**config.mk**
```make
export PLATFORM = sky130hd
export DESIGN_NAME = pipe_stage_ctrl
export DESIGN_NICKNAME = d
export VERILOG_FILES = /design/src/rtl/pipe_stage_ctrl.sv
export SDC_FILE = /design/constraint.sdc
export NUM_CORES = 1
export LEC_CHECK = 0
export ABC_AREA = 0
export BUFFER_PORTS_ARGS = -buffer_cell sky130_fd_sc_hd__buf_2
export CAP_MARGIN = 20
export CORE_MARGIN = 1
export CORE_UTILIZATION = 30
export CTS_BUF_LIST = sky130_fd_sc_hd__clkbuf_4 sky130_fd_sc_hd__clkbuf_8 sky130_fd_sc_hd__clkbuf_16
export CTS_CLUSTER_DIAMETER = 80
export CTS_CLUSTER_SIZE = 30
export DETAILED_ROUTE_END_ITERATION = 10
export GPL_ROUTABILITY_DRIVEN = 1
export PLACE_DENSITY = 0.59
export SYNTH_ARGS = -nofsm -noshare
export SYNTH_HDL_FRONTEND = slang
export SYNTH_SLANG_ARGS = --single-unit
export TNS_END_PERCENT = 30
```
**constraint.sdc**
```tcl
create_clock -name clk -period 14.6 [get_ports clk]
set_input_delay 0.73 -clock clk [delete_from_list [all_inputs] [get_ports clk]]
set_output_delay 0.73 -clock clk [all_outputs]
set_load 0.005 [all_outputs]
```
**src/rtl/pipe_stage_ctrl.sv**
```systemverilog
// pipe_stage_ctrl: PC and F/D, D/E, E/M, M/W pipeline registers driven by hazard-unit Stall and D-stage redirect.
// Optional performance counters are built when PERF_CNT_EN is defined.
module pipe_stage_ctrl #(
    parameter logic [31:0] RESET_PC = 32'h0000_3000,
    parameter logic [31:0] NOP_IR   = 32'h0000_0000
) (
    input  logic        clk,
    input  logic        reset,
    input  logic        Stall,
    input  logic        D_redirect,
    input  logic [31:0] D_npc,
    input  logic [31:0] F_instr,
    output logic [31:0] F_PC,
    output logic [31:0] D_IR,
    output logic [31:0] D_PC,
    output logic [31:0] E_IR,
    output logic [31:0] E_PC,
    output logic [31:0] M_IR,
    output logic [31:0] M_PC,
    output logic [31:0] W_IR,
    output logic [31:0] W_PC,
    output logic        W_valid,
    output logic [31:0] perf_cycles,
    output logic [31:0] perf_retire,
    output logic [31:0] perf_stall
);
    // Index 0..3 = F/D, D/E, E/M, M/W
    logic [31:0]       pc_q, pc_d;
    logic [3:0][31:0]  ir_q, ir_d, spc_q, spc_d;
    logic [3:0]        v_q, v_d;

    always_comb begin
        pc_d     = Stall ? pc_q : (D_redirect ? D_npc : pc_q + 32'd4);
        ir_d[0]  = Stall ? ir_q[0]  : F_instr;
        spc_d[0] = Stall ? spc_q[0] : pc_q;
        v_d[0]   = Stall ? v_q[0]   : 1'b1;
        ir_d[1]  = Stall ? NOP_IR   : ir_q[0];
        spc_d[1] = Stall ? 32'd0    : spc_q[0];
        v_d[1]   = Stall ? 1'b0     : v_q[0];
        ir_d[3:2]  = ir_q[2:1];
        spc_d[3:2] = spc_q[2:1];
        v_d[3:2]   = v_q[2:1];
    end

    always_ff @(posedge clk or posedge reset) begin
        if (reset) begin
            pc_q  <= RESET_PC;
            ir_q  <= {4{NOP_IR}};
            spc_q <= '0;
            v_q   <= '0;
        end else begin
            pc_q  <= pc_d;
            ir_q  <= ir_d;
            spc_q <= spc_d;
            v_q   <= v_d;
        end
    end

    assign F_PC    = pc_q;
    assign D_IR    = ir_q[0];
    assign D_PC    = spc_q[0];
    assign E_IR    = ir_q[1];
    assign E_PC    = spc_q[1];
    assign M_IR    = ir_q[2];
    assign M_PC    = spc_q[2];
    assign W_IR    = ir_q[3];
    assign W_PC    = spc_q[3];
    assign W_valid = v_q[3];

`ifdef PERF_CNT_EN
    logic [31:0] cyc_q, ret_q, stl_q;

    always_ff @(posedge clk or posedge reset) begin
        if (reset) begin
            cyc_q <= '0;
            ret_q <= '0;
            stl_q <= '0;
        end else begin
            cyc_q <= cyc_q + 32'd1;
            ret_q <= ret_q + {31'd0, v_q[3]};
            stl_q <= stl_q + {31'd0, Stall};
        end
    end

    assign perf_cycles = cyc_q;
    assign perf_retire = ret_q;
    assign perf_stall  = stl_q;
`else
    assign perf_cycles = '0;
    assign perf_retire = '0;
    assign perf_stall  = '0;
`endif
endmodule

```
==> flow_summary_export.csv <==
group,metric,value,unit
status,result_of_the_run,"finished, final reports clean",
logic_synthesis,synth.area.top_cells,"sky130_fd_sc_hd__dfrtp_1 (63%), sky130_fd_sc_hd__buf_4 (15%), sky130_fd_sc_hd__mux2_2 (5.8%), sky130_fd_sc_hd__nor2b_1 (3.6%), sky130_fd_sc_hd__nand2_1 (1.1%)",
power,power_density_of_the_placed_cells,137,nW/um^2
logic_synthesis,synth_fa_ha_area_share,0.108,%
power,swShare,27.5,%
clock_tree,ctsResizeCount,0,
global_routing,global_route.usage.met1,16.2,%
global_routing,grt-ovfl-total,0,
placed_design,dp_slack,11.43,ns
run,drv.max_cap_violation_count,0,
clock_tree,holdBufCountCts,0,
clock_tree,cts.root.buffer_cell,"sky130_fd_sc_hd__clkbuf_16",
power,seq_power_share,53.3,%
logic_synthesis,synth_xor_xnor_area_share,0,%
logic_synthesis,postSynthCellCount,898,
clock_tree,clock_sink_count,292,
floorplanning,fp-row-count,71,
floorplanning,coreArea,37800,sq um
power,vdd_drop_max,0.103,mV
detailed_routing,avgViaCountPerCell,4.19,
global_routing,maximum_number_of_pins_on_one_net_before_global_route_repair,117,
sta,setup_total_negative_slack,0,ns
min_path,holdCritPathClass,"in -> async",
layout,mostFrequentLayoutCell,"sky130_fd_sc_hd__buf_2",
worst_setup_path,worst-path-max-fanout,82,
layout,post_route_cells_drive_above_1_share,41.1,%
worst_setup_path,end_kind,"asynchronous set/reset pin",
sta,setup_ws,12.22,ns
floorplanning,die-height,198,microns
clock_tree,clock_network_latency_to_the_later_pin_of_the_worst_skew_pair,0.54,ns
sta,layout_worst_path_cycle_share,16.3,%
sta,period_minus_slack,2.39,ns
logic_synthesis,cell_taking_the_most_area_after_synthesis,"sky130_fd_sc_hd__dfrtp_1",
global_routing,number_of_global_route_vias_before_repair,6543,
clock_tree,clock_tree.buffer_depth,3,
logic_synthesis,post_synth_edffs,0,
clock_tree,postcts_setup_bufs,0,
sta,final_hold_viol_count,0,
logic_synthesis,yosysUniqueCellTypes,55,
sta,worst_slew_pin_slew,0.945,ns
worst_setup_path,cp_common_cell,"sky130_fd_sc_hd__buf_4",
global_routing,grt_busiest_layer,"met2",
clock_tree,clk_pin_slew_worst_paths,0.11,ns
sta,clock-skew-final,0.0234,ns
clock_tree,tritoncts,"built",
layout,antennaDiodeCount,0,
floorplanning,io-pin-count,453,
layout,nNetsFinal,1182,
detailed_routing,via_count,6857,
sta,rsz0062_at_grt,"false",
layout,flow.area_growth_from_synthesis,14.5,%
logic_synthesis,synth_seq_cells,292,
power,share_clk_of_total_power,34.4,%
floorplanning,die-width,198,microns
logic_synthesis,asyncSetResetFlopFracSynth,100,%
detailed_routing,routedWlPerCell,15.9,microns
worst_setup_path,critical-path-slowest-cell,"sky130_fd_sc_hd__buf_4",
detailed_routing,dr.first_iter.drc_count,298,
layout,final_util,35.0,%
global_routing,use_met3,3.48,%
global_routing,grt_pass1_wl,38.8,mm
detailed_routing,detail_route.drc_violations,0,
clock_tree,cts_buffers,19,
logic_synthesis,synth_seq_area_share,63.2,%
worst_setup_path,delay_contributed_by_the_slowest_stage_of_the_critical_path,0.84,ns
sta,slew-limit-headroom,37.0,%
global_routing,antenna_found_initial,2,
detailed_routing,drt_first_pass_iters,5,
worst_setup_path,critPathLaunchType,"input pin",
worst_setup_path,data_arrival_at_the_endpoint_of_the_critical_path,2.93,ns
placed_design,routabilityCongestion,0.789,
logic_synthesis,synth_mux_area_share,6.01,%
floorplanning,start_util,30.6,%
sta,slew_viol_final,0,
detailed_routing,route.final.wire_length,26.1,mm
logic_synthesis,synth_compound_area_share,4.68,%
sta,setup-violations-final,0,
power,power_switching,497,uW
worst_setup_path,critPathKind,"in -> async",
global_routing,gr_layer_usage_met2,21.3,%
clock_tree,clock_tree.htree_level_count,1,
logic_synthesis,ys_warn_count,0,
logic_synthesis,synthDominantCellAreaShare,62.7,%
worst_setup_path,crit_required,15.14,ns
logic_synthesis,simple_gate_share_of_the_synthesized_area,9.62,%
placed_design,hpwlAfterDp,18.5,mm
logic_synthesis,synthesis.area,11600,sq um
power,cellLeakagePower,6.74,nW
detailed_routing,antenna_violating_nets_post_route,0,
placed_design,buffer_ports.inserted,356,
logic_synthesis,synth_area_per_cell,12.9,sq um
sta,max_clock_freq,419,MHz
logic_synthesis,synth_top_family_by_area,"buffers and inverters",
global_routing,global_route.usage.total,12.7,%
sta,whs,0.270,ns
floorplanning,dieArea,39400,sq um
layout,most-common-layout-cells,"sky130_fd_sc_hd__buf_2 (355), sky130_fd_sc_hd__dfrtp_1 (290), sky130_fd_sc_hd__conb_1 (96), sky130_fd_sc_hd__nor2b_1 (67), sky130_fd_sc_hd__mux2_2 (60)",
power,power.combinational.fraction,12.3,%
power,internal_power,1.31,mW
logic_synthesis,dominantRegCellSynth,"sky130_fd_sc_hd__dfrtp_1",
worst_setup_path,cp_cell_sequence,"buf_2 > inv_8 > buf_4 > buf_4",
[cell families after synthesis]
kind of cell	count (synthesis)
compound gates	80
fa+ha+maj	1
buf+inv	268
flops	292
mux	62
other cells	1
simple gates	194
[worst max-delay path: cells and delay by family]
family	cells	cell delay, ns
buffers and inverters	4	2.10
[routing by layer]
layer | part of all wire (%) | wire length, microns | vias up
met5 | 0.050 | 13 | -
li1 | - | - | 3126
met4 | 1.6 | 407 | 2
met1 | 40 | 10500 | 3372
met2 | 49 | 12800 | 329
met3 | 9.2 | 2400 | 28
[per-stage QoR]
step                total power [mW]  std cells  cell area [sq um]
floorplan                       1.13        993              11900
global placement                1.21       1603              12500
detailed placement              1.21       1603              12500
CTS                             1.85       1637              13300
global route                    1.91       1637              13300
finish                          1.81       1637              13300
[layout make-up]
type                       count  area, sq um
multi-input combinational    433         2720
clock inverter                11          219
tap                          511          639
clock buffer                  23          505
fill                        3815        24600
timing repair buffer         361         1830
inverter                       6         30.0
sequential                   292         7310
[registers in the layout, indices dropped and copies added, names as in the netlist]
signal  count
D_IR       32
D_PC       32
E_IR       32
E_PC       32
F_PC       32
M_IR       32
M_PC       32
W_IR       32
W_PC       32
v_q         4
[power groups by stage]
| stage | Clock [mW] | Combinational [mW] | Sequential [mW] |
|---|---|---|---|
| floorplan | 0 | 0.165 | 0.965 |
| global placement | 0 | 0.226 | 0.981 |
| detailed placement | 0 | 0.228 | 0.984 |
| CTS | 0.652 | 0.228 | 0.968 |
| global route | 0.677 | 0.251 | 0.979 |
| finish | 0.623 | 0.223 | 0.964 |
[cells in the mapped netlist, drive strengths merged, types with 2 or more instances]
| cell type | instances |
|---|---|
| and2 | 2 |
| mux2 | 60 |
| clkbuf | 23 |
| a22o | 4 |
| a311o | 3 |
| nor4 | 6 |
| a31oi | 4 |
| nor3 | 12 |
| inv | 6 |
| nor2 | 12 |
| nor2b | 67 |
| or3 | 3 |
| a2bb2oi | 2 |
| and3 | 8 |
| nand4 | 16 |
| o22a | 3 |
| o211ai | 3 |
| a21oi | 13 |
| mux2i | 2 |
| and4 | 7 |
| dfstp | 2 |
| buf | 239 |
| a22oi | 8 |
| dfrtp | 290 |
| o31a | 3 |
| nand3 | 17 |
| a32oi | 3 |
| or4 | 3 |
| o32ai | 2 |
| nand2b | 2 |
| nand2 | 35 |
| o21ai | 23 |
[path summary, 6_finish.rpt]
| check | endpoint | from | slack (ns) | cells after the start |
|---|---|---|---|---|
| worst max register to register | F_PC[28]$_DFFE_PP0N_ | F_PC[6]$_DFFE_PP0N_ | 12.32 | 4 |
| max in group clk | F_PC[28]$_DFFE_PP0N_ | F_PC[6]$_DFFE_PP0N_ | 12.32 | 4 |
| worst min-delay path | W_PC[30]$_DFF_PP0_ | reset | 0.27 | 2 |
| worst max-delay path | M_IR[28]$_DFF_PP0_ | reset | 12.22 | 4 |
| min in group clk | M_PC[20]$_DFF_PP0_ | E_PC[20]$_DFF_PP0_ | 0.36 | 0 |
| worst min register to register | M_PC[20]$_DFF_PP0_ | E_PC[20]$_DFF_PP0_ | 0.36 | 0 |
Note: power is estimated with default switching activity, not from simulation.
